$ cat src/rtl/trigger_delay_pkg.sv
// Shared types for the trigger delay queue.
// Holds the edge-select encoding, the output pulse FSM states and the arm FSM states.
package trigger_delay_pkg;

    typedef enum logic [1:0] {
        EDGE_RISE = 2'b00,
        EDGE_FALL = 2'b01,
        EDGE_BOTH = 2'b10,
        EDGE_NONE = 2'b11
    } edge_type_e;

    typedef enum logic {
        OUT_IDLE  = 1'b0,
        OUT_PULSE = 1'b1
    } out_state_e;

    typedef enum logic {
        ARM_DISARMED = 1'b0,
        ARM_ARMED    = 1'b1
    } arm_state_e;

endpackage

$ cat src/rtl/trigger_deadline_fifo.sv
// Deadline FIFO: DEPTH entries of W-bit deadlines, head visible on dout.
// Ports: clk, rst (async high), push/din, pop, dout (head), full, empty, count.
// A push while full is accepted only when a pop frees the head slot in the same cycle.
module trigger_deadline_fifo #(
    parameter int unsigned DEPTH = 4,
    parameter int unsigned W     = 32
) (
    input  logic                     clk,
    input  logic                     rst,
    input  logic                     push,
    input  logic [W-1:0]             din,
    input  logic                     pop,
    output logic [W-1:0]             dout,
    output logic                     full,
    output logic                     empty,
    output logic [$clog2(DEPTH):0]   count
);

    localparam int unsigned AW = $clog2(DEPTH);
    localparam int unsigned CW = AW + 1;

    logic [W-1:0]  mem [DEPTH];
    logic [AW-1:0] wr_ptr;
    logic [AW-1:0] rd_ptr;
    logic          do_push;
    logic          do_pop;

    assign full    = (count == CW'(DEPTH));
    assign empty   = (count == '0);
    assign do_pop  = pop && !empty;
    assign do_push = push && (!full || do_pop);
    assign dout    = mem[rd_ptr];

    // Storage is not reset; empty gates every use of the head.
    always_ff @(posedge clk) begin
        if (do_push) begin
            mem[wr_ptr] <= din;
        end
    end

    // Pointers wrap naturally because DEPTH is a power of two.
    always_ff @(posedge clk or posedge rst) begin
        if (rst) begin
            wr_ptr <= '0;
            rd_ptr <= '0;
            count  <= '0;
        end else begin
            if (do_push) wr_ptr <= wr_ptr + AW'(1);
            if (do_pop)  rd_ptr <= rd_ptr + AW'(1);
            count <= count + CW'(do_push) - CW'(do_pop);
        end
    end

endmodule

$ cat src/rtl/trigger_delay_queue.sv
// Trigger delay queue: synchronises an async trigger, detects the selected edge,
// and emits a pulse of programmable width a programmable delay later, with up to
// DEPTH triggers in flight.
// Ports: clk, rst (async high), trigger_in, edge_type, delay_cycles, pulse_width,
// cfg_update, arm, one_shot, clear_overflow -> trigger_out, armed, pending,
// overflow, busy.
module trigger_delay_queue
    import trigger_delay_pkg::*;
#(
    parameter int unsigned DEPTH       = 4,
    parameter int unsigned CNT_W       = 32,
    parameter int unsigned PW_W        = 16,
    parameter int unsigned SYNC_STAGES = 3
) (
    input  logic                   clk,
    input  logic                   rst,
    input  logic                   trigger_in,
    input  logic [1:0]             edge_type,
    input  logic [CNT_W-1:0]       delay_cycles,
    input  logic [PW_W-1:0]        pulse_width,
    input  logic                   cfg_update,
    input  logic                   arm,
    input  logic                   one_shot,
    input  logic                   clear_overflow,
    output logic                   trigger_out,
    output logic                   armed,
    output logic [$clog2(DEPTH):0] pending,
    output logic                   overflow,
    output logic                   busy
);

    localparam int unsigned PEND_W = $clog2(DEPTH) + 1;

    logic [SYNC_STAGES-1:0] sync_q;
    logic                   sync_prev;
    logic                   sync_cur;
    logic                   edge_pulse;
    logic                   accept;

    logic [CNT_W-1:0] timestamp;
    logic [CNT_W-1:0] ts_inc;
    logic [CNT_W-1:0] deadline;
    logic [CNT_W-1:0] head;
    logic [CNT_W-1:0] shadow_delay;
    logic [CNT_W-1:0] active_delay;
    logic [PW_W-1:0]  shadow_width;
    logic [PW_W-1:0]  active_width;
    logic [PW_W-1:0]  width_load;
    logic [PW_W-1:0]  width_cnt;
    logic [PW_W-1:0]  width_cnt_next;

    logic              fifo_full;
    logic              fifo_empty;
    logic              fire_q;
    logic              direct_fire;
    logic              fire;
    logic              push;
    logic              push_ok;
    logic              drop;
    logic [PEND_W-1:0] pend_next;
    logic              trigger_out_next;

    out_state_e out_state;
    out_state_e out_state_next;
    arm_state_e arm_state;
    arm_state_e arm_state_next;

    // Input synchroniser plus previous-value register for edge detection.
    always_ff @(posedge clk or posedge rst) begin
        if (rst) begin
            sync_q    <= '0;
            sync_prev <= 1'b0;
        end else begin
            sync_q    <= {sync_q[SYNC_STAGES-2:0], trigger_in};
            sync_prev <= sync_q[SYNC_STAGES-1];
        end
    end

    assign sync_cur = sync_q[SYNC_STAGES-1];

    always_comb begin
        edge_pulse = 1'b0;
        case (edge_type_e'(edge_type))
            EDGE_RISE: edge_pulse = sync_cur & ~sync_prev;
            EDGE_FALL: edge_pulse = ~sync_cur & sync_prev;
            EDGE_BOTH: edge_pulse = sync_cur ^ sync_prev;
            default:   edge_pulse = 1'b0;
        endcase
    end

    assign accept = edge_pulse && armed;

    // Free-running timestamp.
    always_ff @(posedge clk or posedge rst) begin
        if (rst) timestamp <= '0;
        else     timestamp <= timestamp + CNT_W'(1);
    end

    // The head fires in the cycle before its deadline so the registered output
    // rises exactly when timestamp reaches the deadline. A zero delay has to fire
    // in the edge cycle itself, so it bypasses the queue.
    assign ts_inc      = timestamp + CNT_W'(1);
    assign deadline    = timestamp + active_delay + CNT_W'(1);
    assign fire_q      = !fifo_empty && (head == ts_inc);
    assign direct_fire = accept && (active_delay == '0);
    assign fire        = fire_q || direct_fire;
    assign push        = accept && !direct_fire;
    assign push_ok     = push && (!fifo_full || fire_q);
    assign drop        = push && fifo_full && !fire_q;
    assign pend_next   = pending + PEND_W'(push_ok) - PEND_W'(fire_q);

    trigger_deadline_fifo #(
        .DEPTH (DEPTH),
        .W     (CNT_W)
    ) u_fifo (
        .clk   (clk),
        .rst   (rst),
        .push  (push),
        .din   (deadline),
        .pop   (fire_q),
        .dout  (head),
        .full  (fifo_full),
        .empty (fifo_empty),
        .count (pending)
    );

    // Shadow config; active copy only changes while idle so queued deadlines stay ordered.
    always_ff @(posedge clk or posedge rst) begin
        if (rst) begin
            shadow_delay <= '0;
            shadow_width <= PW_W'(1);
            active_delay <= '0;
            active_width <= PW_W'(1);
        end else begin
            if (cfg_update) begin
                shadow_delay <= delay_cycles;
                shadow_width <= pulse_width;
            end
            if (!busy && !accept) begin
                active_delay <= shadow_delay;
                active_width <= shadow_width;
            end
        end
    end

    // Sticky overflow; a drop in the same cycle as a clear wins.
    always_ff @(posedge clk or posedge rst) begin
        if (rst)                 overflow <= 1'b0;
        else if (drop)           overflow <= 1'b1;
        else if (clear_overflow) overflow <= 1'b0;
    end

    always_ff @(posedge clk or posedge rst) begin
        if (rst) busy <= 1'b0;
        else     busy <= (pend_next != '0) || trigger_out_next;
    end

    // Output pulse FSM: state register.
    always_ff @(posedge clk or posedge rst) begin
        if (rst) begin
            out_state   <= OUT_IDLE;
            width_cnt   <= '0;
            trigger_out <= 1'b0;
        end else begin
            out_state   <= out_state_next;
            width_cnt   <= width_cnt_next;
            trigger_out <= trigger_out_next;
        end
    end

    assign width_load = (active_width == '0) ? PW_W'(1) : active_width;

    // Output pulse FSM: next state.
    always_comb begin
        out_state_next = out_state;
        case (out_state)
            OUT_IDLE:  if (fire) out_state_next = OUT_PULSE;
            OUT_PULSE: if (!fire && (width_cnt == PW_W'(1))) out_state_next = OUT_IDLE;
            default:   out_state_next = OUT_IDLE;
        endcase
    end

    // Output pulse FSM: outputs. A fire during a pulse reloads and extends it.
    always_comb begin
        width_cnt_next   = width_cnt;
        trigger_out_next = 1'b0;
        case (out_state)
            OUT_IDLE: begin
                if (fire) begin
                    width_cnt_next   = width_load;
                    trigger_out_next = 1'b1;
                end
            end
            OUT_PULSE: begin
                if (fire) begin
                    width_cnt_next   = width_load;
                    trigger_out_next = 1'b1;
                end else if (width_cnt == PW_W'(1)) begin
                    width_cnt_next   = '0;
                    trigger_out_next = 1'b0;
                end else begin
                    width_cnt_next   = width_cnt - PW_W'(1);
                    trigger_out_next = 1'b1;
                end
            end
            default: begin
                width_cnt_next   = '0;
                trigger_out_next = 1'b0;
            end
        endcase
    end

    // Arm FSM: state register.
    always_ff @(posedge clk or posedge rst) begin
        if (rst) arm_state <= ARM_DISARMED;
        else     arm_state <= arm_state_next;
    end

    // Arm FSM: next state. A coincident arm keeps a one-shot armed.
    always_comb begin
        arm_state_next = arm_state;
        case (arm_state)
            ARM_DISARMED: if (arm) arm_state_next = ARM_ARMED;
            ARM_ARMED:    if (one_shot && accept && !arm) arm_state_next = ARM_DISARMED;
            default:      arm_state_next = ARM_DISARMED;
        endcase
    end

    // Arm FSM: outputs.
    always_comb begin
        armed = (arm_state == ARM_ARMED);
    end

endmodule

$ cat config.mk
export PLATFORM = sky130hd
export DESIGN_NAME = trigger_delay_queue
export DESIGN_NICKNAME = d
export VERILOG_FILES = /design/src/rtl/trigger_delay_pkg.sv /design/src/rtl/trigger_deadline_fifo.sv /design/src/rtl/trigger_delay_queue.sv
export SDC_FILE = /design/constraint.sdc
export NUM_CORES = 1
export LEC_CHECK = 0
export ABC_AREA = 1
export CELL_PAD_IN_SITES_DETAIL_PLACEMENT = 0
export CELL_PAD_IN_SITES_GLOBAL_PLACEMENT = 1
export CORE_MARGIN = 2
export CORE_UTILIZATION = 47
export CTS_BUF_LIST = sky130_fd_sc_hd__clkbuf_16
export DETAILED_ROUTE_END_ITERATION = 10
export PLACE_DENSITY_LB_ADDON = 0.12
export SETUP_SLACK_MARGIN = 0.02
export SLEW_MARGIN = 20
export SYNTH_ARGS = -nofsm -noshare
export SYNTH_HDL_FRONTEND = slang
export SYNTH_HIERARCHICAL = 1
export SYNTH_SLANG_ARGS = --single-unit
$ cat constraint.sdc
create_clock -name clk -period 6.7 [get_ports clk]
set_input_delay 1.34 -clock clk [delete_from_list [all_inputs] [get_ports clk]]
set_output_delay 1.34 -clock clk [all_outputs]
set_load 0.03 [all_outputs]
After elaboration in Yosys (flattened, before gate mapping)
Memory sizes are Yosys's and may differ from the RTL's.
Index checks and enable logic that the tools add are counted.
{ "word_totals": {"mem_count": 1, "out_inout_bits": 7, "mem_bits_ro": 0, "ram_bits": 128, "in_bits": 57, "wordCells": 90, "regBits": 160, "latch_bits": 0} }
{ "classes": {"n_shift": 0, "add_sub_neg": 10, "n_lt_le_gt_ge": 0, "reduce_logical": 31, "n_mux": 19, "bitwise_logic": 7, "mul": 0, "n_div": 0, "n_eq_ne": 6} }
{ "mem_list": {"columns": ["name", "depth", "word_bits", "read_ports", "rd_ports_with_merged_regs", "write_ports", "line_no", "text"], "rows": [
  ["u_fifo.mem", 4, 32, 1, 0, 1, "trigger_deadline_fifo.sv:22", "logic [W-1:0] mem [DEPTH];"]
]} }
{ "op_table": {"columns": ["op", "n"], "rows": [
  ["adder 32 x 1 -> 32 bit, second input constant", 2],
  ["two-way mux 16 bit", 4],
  ["adder 32 bit", 1],
  ["== test 32 bit", 1],
  ["zero test 32 bit", 1],
  ["case mux 16 bit (2 select lines)", 1],
  ["== test 16 x 1 -> 1 bit, second input constant", 1],
  ["zero test 16 bit", 1],
  ["subtractor 16 x 1 -> 16 bit, second input constant", 1],
  ["logical AND 1 bit", 13],
  ["two-way mux 1 bit", 10],
  ["zero test 1 bit", 8],
  ["adder 3 x 1 -> 3 bit", 2],
  ["case mux 1 bit (2 select lines)", 3],
  ["subtractor 3 x 1 -> 3 bit", 2],
  ["adder 2 x 1 -> 2 bit, second input constant", 2],
  ["logical OR 1 bit", 4],
  ["inverter 1 bit", 4],
  ["== test 3 bit, second input constant", 1],
  ["zero test 3 bit", 1],
  ["case mux 1 bit (3 select lines)", 1],
  ["nonzero test 3 bit", 1],
  ["AND 1 bit", 2],
  ["== test 2 x 1 -> 1 bit, second input constant", 1],
  ["other kinds (5)", 5]
]} }

Depth between registers and ports, before layout
Gate-level depths: netlist (run 1).
{ "depth": {"word_depth": 12, "ltp_mapped": 27, "ltp_nobuf": 25} }

Cells and area by module
The synthesis (run 1) kept the hierarchy.
{ "modules_own_cells": {"columns": ["mod", "cells_each", "area_each_um2", "instances"], "rows": [
  ["trigger_delay_queue", 1344, 9649.3, 1],
  ["trigger_deadline_fifo", 431, 5536.6, 1]
]} }

Worst setup path after synthesis (run 1)
OpenSTA, ideal clock, no wires.
{ "synth_path": {"path_kind": "register -> register", "start": "register timestamp[1]", "end": "memory u_fifo.mem[0][0], enable pin", "t_required_ns": 6.279, "path_stages_with_launch": 18, "path_slack_ns": 2.524, "synth_period_minus_slack_ns": 4.176, "t_arrival_ns": 3.755, "cell_sequence": "dfrtp_1 -> ha_1 -> nand2_2 -> nor2_4 -> nand2_2 -> nor2_2 -> nand2_1 -> nand2_1 -> nand2_2 -> nand2_1 -> nand2_1 -> nor4_1 -> nand3_1 -> nor2_1 -> inv_1 -> nand3_1 -> nand2_1 -> nor2_1"} }
{ "synth_between": {"elab_chain_cells": 8} }
{ "synth_rtl": {"columns": ["element", "line_no", "text"], "rows": [
  ["from (decl)", "trigger_delay_queue.sv:40", "logic [CNT_W-1:0] timestamp;"],
  ["from (signal assigned)", "trigger_delay_queue.sv:96", "else timestamp <= timestamp + CNT_W'(1);"],
  ["adder 32 x 1 -> 32 bit", "trigger_delay_queue.sv:102", "assign ts_inc = timestamp + CNT_W'(1);"],
  ["named net ts_inc[28]", "trigger_delay_queue.sv:41", "logic [CNT_W-1:0] ts_inc;"],
  ["== test 32 bit", "trigger_delay_queue.sv:104", "assign fire_q = !fifo_empty && (head == ts_inc);"],
  ["logical AND 1 bit", "trigger_delay_queue.sv:104", null],
  ["named net fire_q", "trigger_delay_queue.sv:54", "logic fire_q;"],
  ["logical AND 1 bit", "trigger_deadline_fifo.sv:30", "assign do_pop = pop && !empty;"],
  ["logical OR 1 bit", "trigger_deadline_fifo.sv:31", "assign do_push = push && (!full || do_pop);"],
  ["logical AND 1 bit", "trigger_deadline_fifo.sv:31", null],
  ["two-way mux 1 bit", "trigger_deadline_fifo.sv:36", "if (do_push) begin"],
  ["two-way mux 1 bit (implied by the code)", "trigger_deadline_fifo.sv:37", "mem[wr_ptr] <= din;"],
  ["to (decl)", "trigger_deadline_fifo.sv:22", null]
]} }
The timed path passes the listed nets, and every way through them passes these cells.

Worst setup path in the final report (run 1)
{ "layout_path": {"start": "register u_fifo.rd_ptr[0]", "end": "memory u_fifo.mem[2][5], enable pin"} }
{ "layout_between": {"elab_chain_cells": 8} }
{ "layout_rtl": {"columns": ["element", "line_no", "text"], "rows": [
  ["from (decl)", "trigger_deadline_fifo.sv:24", "logic [AW-1:0] rd_ptr;"],
  ["from (signal assigned)", "trigger_deadline_fifo.sv:49", "if (do_pop) rd_ptr <= rd_ptr + AW'(1);"],
  ["memory read (4 x 32 bit)", null, null],
  ["named net head[4]", "trigger_delay_queue.sv:43", "logic [CNT_W-1:0] head;"],
  ["== test 32 bit", "trigger_delay_queue.sv:104", null],
  ["logical AND 1 bit", "trigger_delay_queue.sv:104", null],
  ["named net fire_q", "trigger_delay_queue.sv:54", null],
  ["logical AND 1 bit", "trigger_deadline_fifo.sv:30", null],
  ["logical OR 1 bit", "trigger_deadline_fifo.sv:31", null],
  ["logical AND 1 bit", "trigger_deadline_fifo.sv:31", null],
  ["two-way mux 1 bit", "trigger_deadline_fifo.sv:36", null],
  ["two-way mux 1 bit (implied by the code)", "trigger_deadline_fifo.sv:37", null]
]} }
The timed path passes the listed nets, and every way through them passes these cells.

==> impl_metrics.tcl, run 1 <==
set metrics [dict create \
    status "completed" \
    cts.sinks 287 \
    syn_area_sq_mm 0.0152 \
    synth_top_area_share_pct 25.9 \
    whs_ps 347 \
    max_stage_delay_ps 980 \
    grt_max_degree 97 \
    holdPathStages 0 \
    start_util_pct 47.9 \
    yosysWarnings 6 \
    dieArea_sq_mm 0.0338 \
    grt_pass1_wl_mm 61.1 \
    post_cts.repair.setup_buffers 0 \
    critPathMaxFanout 88 \
    ant_nets 0 \
    post-route-drc-count 0 \
    cp_num_buf_inv 3 \
    port_buffers 63 \
    final-max-slew-violation-count 0 \
    drive_gt1_share_pct 5.77 \
    syn_nets 1878 \
    min-delay-path-class "flip-flop to flip-flop" \
    yosys-top-cells-area "dfrtp_1 26%, edfxtp_1 25%, nand2_1 12%, inv_1 6.5%, o21ai_0 5.0%" \
    hpwl_mm 28.1 \
    fmax_mhz 203 \
    synth_edf_count 128 \
    slowest_stage "dfrtp_4" \
    core_sq_mm 0.0317 \
    routedWlPerCell_microns 16.8 \
    startpoint "u_fifo/rd_ptr[0]" \
    first_global_vias 11400 \
    crit_end "u_fifo/mem[2][5]" \
    clock-root-buffer "clkbuf_16" \
    setup_viol 0 \
    crit_family "simple AND/OR/NAND/NOR gates" \
    cp_num_cells 17 \
    worstPathRequired_ps 6870 \
    critPathArrivalTime_ps 5100 \
    cts_buffers 31 \
    synth.distinct_cells 52 \
    cts_buffer_depth 3 \
    via_per_inst 5.19 \
    htree_levels 1 \
    setup_tns_ps 0 \
    worstRegToRegCells 17 \
    critPathCaptureType "flip-flop" \
    dp.cells 2196 \
    holdBufCountCts 0 \
    layout_min_cycle_time_ps 4930 \
    ys_ff_latch 287 \
    grt_usage_pct 23.2 \
    worstMarginPinSlew_ps 1080 \
    period_share_pct 73.6 \
    skew_ps 15.7 \
    rows 65 \
    ff2ff_setup_slack_ps 1770 \
    ir_drop_uv 195 \
    relSlewSlack_pct 27.7 \
    max_cap_violations 0 \
    rr_endpoint "u_fifo/mem[2][5]" \
    crit_top_cell "nand3_1" \
    insertion_delay_ps 560 \
    power_density_mw_per_mm2 254 \
    first_pass_iters 6 \
    drt_iter0_markers 796 \
    clk_pin_slew_ps 60 \
    critPathKind "flip-flop to flip-flop" \
    num_io_pins 64 \
    fin_cells 2257 \
    r2r_start "u_fifo/rd_ptr[0]" \
    synthFlopType "dfrtp_1" \
    postSynthAreaPerCell_sq_um 8.56 \
    synthArstFlopShare_pct 55.4 \
    cts_tree "built" \
    ys_seq_area_share_pct 51.5 \
    leakage_nw 7.74 \
    area_growth_pct 12.3 \
    antenna_found_initial 0 \
    grt-ovfl-total 0 \
    die_w_microns 184 \
    fp.dieH_microns 184 \
    vias 11700 \
    startpoint_type "flip-flop" \
    nets 1931 \
    gp_congestion 0.921 \
    path_cells "buf_4, o211ai_1, nand2_1, inv_1, nand3_1, nand2_1, a21oi_1, nand4_1, nor2_1, nand3_1, nor2_1, nand3_1, nor2_1, inv_1, nand3_1, nand2_1, nor2_4" \
    hold_viol 0 \
    synthCells 1775 \
    cts_resized 0 \
    wirelength_mm 37.9 \
    rsz0062_at_grt "no" \
    yosysTopAreaCell "dfrtp_1" \
]
report_power, final:
| group | total [W] | internal (W) | switching [W] |
|---|---|---|---|
| clock | 0.00155 | 0.000843 | 0.000709 |
| combinational | 0.000701 | 0.000251 | 0.000450 |
| sequential | 0.00207 | 0.00197 | 0.000101 |
kinds of logic after synthesis:
kind of cell | share of synthesized area (%)
AOI/OAI and AO/OA | 11.1
xor gates and xnor gates | 2.61
adders and majority gates | 3.94
buffers and inverters | 8.56
DFF | 51.5
and+or+nand+nor | 22.2
how the worst min path moves through the flow:
stage	slack (ps)	end	from
finish	350	sync_q[1]	sync_q[0]
global route	360	sync_q[2]	sync_q[1]
detailed placement	330	sync_q[1]	sync_q[0]
global placement	330	sync_q[2]	sync_q[1]
floorplan	330	sync_q[1]	sync_q[0]
CTS	350	sync_q[1]	sync_q[0]
registers in the layout, indices dropped and copies added, names as in the netlist, 2 cells and up:
| signal | flops |
|---|---|
| timestamp | 32 |
| active_delay | 32 |
| u_fifo/mem | 128 |
| u_fifo/rd_ptr | 2 |
| width_cnt | 16 |
| u_fifo/count | 3 |
| sync_q | 3 |
| u_fifo/wr_ptr | 2 |
| active_width | 16 |
| shadow_width | 16 |
| shadow_delay | 32 |
cell usage after synthesis (all sizes together) (2+ instances only):
cell and n:
a21boi 5, a21o 3, a21oi 79, a221oi 3, buf 25, clkbuf 25, dfrtp 157, dfstp 2
edfxtp 128, fa 3, ha 43, inv 265, nand2 488, nand3 88, nand3b 15, nand4 29
nor2 130, nor3 9, nor3b 2, nor4 16, o2111ai 2, o211ai 34, o21ai 164, o21bai 4
or2 5, xnor2 11, xor2 29
through the flow:
stage,setup slack (ps),total power (W),util [%],cell area [sq um]
2_1_floorplan,1270,0.00258,-,15200
3_3_place_gp,1850,0.00280,50.7,16100
3_5_place_dp,1770,0.00281,50.7,16100
4_1_cts,1730,0.00437,53.7,17000
5_1_grt,1380,0.00457,53.7,17000
6_report,1770,0.00432,53.8,17100
area by class of cell:
cell class,instances,area (sq um)
diodes,2,5.00
clock buffers,31,776
clock inverters,27,146
fillers,2999,14700
inverters,265,1000
multi-input cells,1173,6090
flip-flops and latches,287,7830
well taps,402,503
repair buffers,70,698
layout by cell type (no fill, tap or decap), types with 6 or more instances in the layout:
cell type / synthesis / final
o211ai_1: 34 / 34
nor2_4: 5 / 9
edfxtp_1: 128 / 128
nor3_1: 9 / 9
xor2_1: 29 / 29
xnor2_1: 11 / 11
nor2_2: 8 / 8
nand3_1: 86 / 86
o21ai_0: 152 / 152
clkdlybuf4s50_1: 0 / 62
clkinv_2: 0 / 8
clkbuf_16: 0 / 31
nand2_1: 481 / 480
buf_4: 1 / 6
nor2_1: 117 / 113
a21oi_1: 69 / 69
ha_1: 43 / 43
dfrtp_1: 157 / 155
inv_1: 262 / 267
nor4_1: 16 / 16
nand3b_1: 15 / 15
a21oi_2: 10 / 10
o21ai_1: 12 / 12
nand4_1: 29 / 29
per-layer routing:
metal  track usage, %  vias to the layer above  part of all wire (%)
li1                 -                     5940                     -
met1             34.7                     5489                    50
met2             36.2                      226                    44
met3             2.50                       49                   3.7
met4             6.05                        0                   2.2
met5                0                        -                     0
Power figures use the tool's default switching activity.
==> run 2: changes to the inputs <==
==> constraint.sdc (replaced) <==
create_clock -name clk -period 4.79 [get_ports clk]
set_input_delay 0.958 -clock clk [delete_from_list [all_inputs] [get_ports clk]]
set_output_delay 0.958 -clock clk [all_outputs]
set_load 0.03 [all_outputs]
==> impl_metrics.tcl, run 2 (synthesis results as in run 1) <==
set metrics [dict create \
    first_global_vias 11000 \
    p_clk_share_pct 38.7 \
    dpl_worst_slack_ps 405 \
    first_pass_iters 5 \
    gp_congestion 0.914 \
    cts_resized 0 \
    grt_pass1_wl_mm 59.7 \
    start_util_pct 47.9 \
    holdPathStages 0 \
    leakage_nw 7.84 \
    path_cells "ha_1, nand2_2, nor2_4, nand2_2, nor2_2, nand2_1, nand2_1, nand2_2, nand2_1, nand2_1, nor4_1, nand3_1, nor2_1, ha_1, inv_1, ha_1, fa_1, a21oi_1, o21ai_0, nor2_1, nand3_1" \
    power_density_mw_per_mm2 367 \
    cts_buffer_depth 3 \
    clk_pin_slew_ps 60 \
    comb_power_share_pct 15.7 \
    dp.cells 2204 \
    setup_viol 0 \
    holdBufCountCts 0 \
    dieArea_sq_mm 0.0338 \
    via_per_inst 5.20 \
    rows 65 \
    grt_usage_pct 22.7 \
    rsz0062_at_grt "no" \
    core_sq_mm 0.0317 \
    max_cap_violations 0 \
    max_stage_delay_ps 500 \
    n_antenna_cell 0 \
    critPathCaptureType "flip-flop" \
    cp_num_cells 21 \
    period_share_pct 91.2 \
    area_growth_pct 13.8 \
    final.setup.worst_slack_ps 423 \
    worstPathRequired_ps 5230 \
    crit_family "simple AND/OR/NAND/NOR gates" \
    post-route-drc-count 0 \
    drt_iter0_markers 844 \
    cp_num_buf_inv 1 \
    intPower_w 0.00457 \
    setup_tns_ps 0 \
    insertion_delay_ps 580 \
    min-delay-path-class "flip-flop to flip-flop" \
    ir_drop_uv 292 \
    place_area_sq_mm 0.0162 \
    ant_nets 0 \
    final-max-slew-violation-count 0 \
    antenna_found_initial 1 \
    drive_gt1_share_pct 5.92 \
    relSlewSlack_pct 42.2 \
    die_w_microns 184 \
    whs_ps 352 \
    hpwl_mm 27.7 \
    final_common_cell "nand2_1" \
    status "completed" \
    largest_register_ffs 128 \
    multi_input_area_sq_mm 0.00609 \
    nFillCells 2908 \
    grt_max_degree 97 \
    post_cts.repair.setup_buffers 0 \
    grt-ovfl-total 0 \
    cts_tree "built" \
    switchingPower_w 0.00177 \
    num_io_pins 64 \
    fmax_mhz 229 \
    p_sw_share_pct 28.0 \
    critPathArrivalTime_ps 4810 \
    htree_levels 1 \
    wirelength_mm 37.4 \
    fp.dieH_microns 184 \
    cts.sinks 287 \
    critPathMaxFanout 6 \
    top_register "u_fifo/mem" \
    worstRegToRegCells 21 \
    final-seq-area_sq_mm 0.00783 \
    vias 11800 \
    clock-root-buffer "clkbuf_16" \
    fin_area_sq_mm 0.0173 \
    crit_top_cell "nand2_1" \
    slowest_stage "dfrtp_1" \
    cts_buffers 31 \
    routedWlPerCell_microns 16.6 \
    port_buffers 63 \
    startpoint_type "flip-flop" \
    seqPwrFrac_pct 45.6 \
    layout_min_cycle_time_ps 4370 \
    worstMarginPinSlew_ps 865 \
    final_cell_mix "480 x nand2_1, 266 x inv_1, 155 x dfrtp_1" \
    hold_viol 0 \
    nets 1938 \
    fin_cells 2261 \
    critPathKind "flip-flop to flip-flop" \
    skew_ps 12.4 \
]
==> run 2: cell count changes in the layout (fill, tap and decap cells not counted), sizes merged <==
cell,delta
buf,+7
clkinv,-4
bufinv,+5
inv,-1
clkinvlp,-1
diode,-2
==> run 2: metrics by stage <==
step,utilization (%),total power (W)
after floorplan,-,0.00361
after global placement,51.2,0.00393
after detailed placement,51.2,0.00394
after CTS,54.5,0.00642
after global routing,54.5,0.00667
final,54.5,0.00634
==> run 2: power by group through the flow <==
| stage | combinational [W] | clock (W) | sequential, W |
|---|---|---|---|
| CTS | 0.00101 | 0.00251 | 0.00289 |
| finish | 0.000995 | 0.00245 | 0.00289 |
| detailed placement | 0.00100 | 0 | 0.00294 |
| global route | 0.00115 | 0.00261 | 0.00292 |
| floorplan | 0.000677 | 0 | 0.00293 |
| global placement | 0.000994 | 0 | 0.00294 |
==> run 2: final timing paths <==
kind | from | end | slack (ps)
max in group asynchronous | rst | shadow_delay[13] | 3010
hold / removal | sync_q[1] | sync_q[2] | 350
setup / recovery | timestamp[1] | busy | 420
min in group asynchronous | rst | u_fifo/count[1] | 700
hold reg to reg | sync_q[1] | sync_q[2] | 350
setup reg to reg | timestamp[1] | busy | 420
==> run 2: area by class of cell <==
| type | count | area share, % |
|---|---|---|
| clock inverter | 26 | 1.56 |
| multi-input combinational | 1173 | 35.3 |
| clock buffer | 31 | 4.49 |
| inverter | 265 | 5.78 |
| tap | 402 | 2.91 |
| timing repair buffer | 77 | 4.66 |
| sequential | 287 | 45.3 |
==> run 2: metal layers <==
| layer | GRT usage (%) | share of wire [%] | vias to the layer above |
|---|---|---|---|
| li1 | - | - | 5953 |
| met1 | 34.0 | 50 | 5507 |
| met2 | 35.7 | 44 | 256 |
| met3 | 2.44 | 4.5 | 40 |
| met4 | 4.77 | 1.9 | 0 |
| met5 | 0 | 0 | - |
==> run 3: changes to the inputs <==
--- a/config.mk
+++ b/config.mk
@@ -9,11 +9,10 @@
 export CELL_PAD_IN_SITES_DETAIL_PLACEMENT = 0
 export CELL_PAD_IN_SITES_GLOBAL_PLACEMENT = 1
 export CORE_MARGIN = 2
-export CORE_UTILIZATION = 47
+export CORE_UTILIZATION = 40
 export CTS_BUF_LIST = sky130_fd_sc_hd__clkbuf_16
 export DETAILED_ROUTE_END_ITERATION = 10
 export PLACE_DENSITY_LB_ADDON = 0.12
-export SETUP_SLACK_MARGIN = 0.02
 export SLEW_MARGIN = 20
 export SYNTH_ARGS = -nofsm -noshare
 export SYNTH_HDL_FRONTEND = slang
==> impl_metrics.tcl, run 3 (synthesis results as in run 1) <==
set metrics [dict create \
    rr_endpoint "busy" \
    worstMarginPinSlew_ps 820 \
    gp_congestion 0.880 \
    hpwl_mm 28.5 \
    max_cap_violations 0 \
    p_sw_share_pct 28.2 \
    nets 1938 \
    p_clk_share_pct 36.3 \
    num_io_pins 64 \
    cts_tree "built" \
    min-delay-path-class "flip-flop to flip-flop" \
    antenna_found_initial 0 \
    core_sq_mm 0.0375 \
    setup_tns_ps 0 \
    holdBufCountCts 0 \
    intPower_w 0.00439 \
    setup_viol 0 \
    holdPathStages 0 \
    critPathArrivalTime_ps 4610 \
    r2r_start "u_fifo/rd_ptr[0]" \
    ff2ff_setup_slack_ps 600 \
    layout_min_cycle_time_ps 4190 \
    worstPathRequired_ps 5210 \
    fmax_mhz 239 \
    top_register "u_fifo/mem" \
    first_pass_iters 5 \
    worstRegToRegCells 19 \
    power_density_mw_per_mm2 353 \
    start_util_pct 40.5 \
    fp.dieH_microns 199 \
    cts_buffers 30 \
    largest_register_ffs 128 \
    dieArea_sq_mm 0.0395 \
    critPathCaptureType "flip-flop" \
    switchingPower_w 0.00172 \
    wirelength_mm 38.2 \
    vias 11600 \
    grt_usage_pct 20.0 \
    drive_gt1_share_pct 5.76 \
    cts.sinks 287 \
    skew_ps 16.0 \
    cts_resized 0 \
    final_cell_mix "480 x nand2_1, 274 x inv_1, 155 x dfrtp_1" \
    hold_viol 0 \
    hp-start "sync_q[0]" \
    final-max-slew-violation-count 0 \
    critPathKind "flip-flop to flip-flop" \
    grt-ovfl-total 0 \
    status "completed" \
    clock-root-buffer "clkbuf_16" \
    critPathMaxFanout 57 \
    cts_buffer_depth 3 \
    port_buffers 63 \
    leakage_nw 7.82 \
    final_common_cell "nand2_1" \
    clk_pin_slew_ps 60 \
    post_cts.repair.setup_buffers 0 \
    relSlewSlack_pct 45.3 \
    insertion_delay_ps 560 \
    post-route-drc-count 0 \
    via_per_inst 4.91 \
    area_growth_pct 14.0 \
    grt_pass1_wl_mm 60.9 \
    htree_levels 1 \
    rows 71 \
    first_global_vias 11200 \
    p_total_w 0.00611 \
    rsz0062_at_grt "no" \
    comb_power_share_pct 16.4 \
    seqPwrFrac_pct 47.3 \
    startpoint_type "flip-flop" \
    hold-path-endpoint "sync_q[1]" \
    drt_iter0_markers 701 \
    grt_max_degree 97 \
    ir_drop_uv 341 \
    die_w_microns 199 \
    routedWlPerCell_microns 16.1 \
    period_share_pct 87.5 \
    ant_nets 0 \
    n_antenna_cell 0 \
]
run 3: cell type report:
class,instances,area (sq um)
Tap cell,511,639
Clock inverter,25,163
Multi-Input combinational cell,1173,6090
Clock buffer,31,776
Timing Repair Buffer,78,813
Sequential cell,287,7830
Fill cell,3746,20200
Inverter,265,998
run 3: worst max-delay path by stage:
stage	end	start
floorplan	u_fifo/mem[0][0]	timestamp[1]
global placement	busy	timestamp[0]
detailed placement	busy	u_fifo/rd_ptr[0]
CTS	busy	u_fifo/rd_ptr[0]
global route	busy	u_fifo/rd_ptr[0]
finish	busy	u_fifo/rd_ptr[0]
run 3: per-layer routing:
metal  routed length [microns]  GRT usage [%]  share of wire, %  vias up
li1                          -              -                 -     5944
met1                     19700           30.9                52     5430
met2                     16200           29.7                42      222
met3                      1560           2.19               4.1       46
met4                       782           5.20               2.0        0
met5                         0              0                 0        -
run 3: worst max-delay path, cell delays in order (launching register included):
cell	delay (ps)
dfrtp_4	760
buf_4	520
a21oi_1	120
o21ai_0	90
nand2_1	90
xor3_1	380
nor2_1	120
nand3_1	100
nor2_2	140
nand2_4	250
nand2_1	140
nand2_1	60
ha_1	290
inv_1	40
ha_1	180
fa_1	370
a21oi_1	140
o21ai_0	90
nor2_1	100
nand3_1	80
run 3: power by group through the flow:
stage                     Combinational, W  Sequential, W  Clock (W)
final                             0.000999        0.00289    0.00222
after global routing               0.00117        0.00291    0.00238
after CTS                          0.00102        0.00289    0.00228
after detailed placement           0.00101        0.00294          0
after global placement             0.00101        0.00294          0
after floorplan                   0.000677        0.00293          0
run 3: metrics by stage:
| step | setup WS, ps | utilization (%) | cells | hold WS [ps] | instance area, sq um |
|---|---|---|---|---|---|
| finish | 597 | 46.2 | 2370 | 362 | 17300 |
| global route | 164 | 46.2 | 2370 | 373 | 17300 |
| CTS | 545 | 46.1 | 2369 | 369 | 17300 |
| detailed placement | 531 | 43.6 | 2313 | 335 | 16400 |
| global placement | 528 | 43.6 | 2313 | 333 | 16400 |
| floorplan | 614 | - | 1775 | 331 | 15200 |
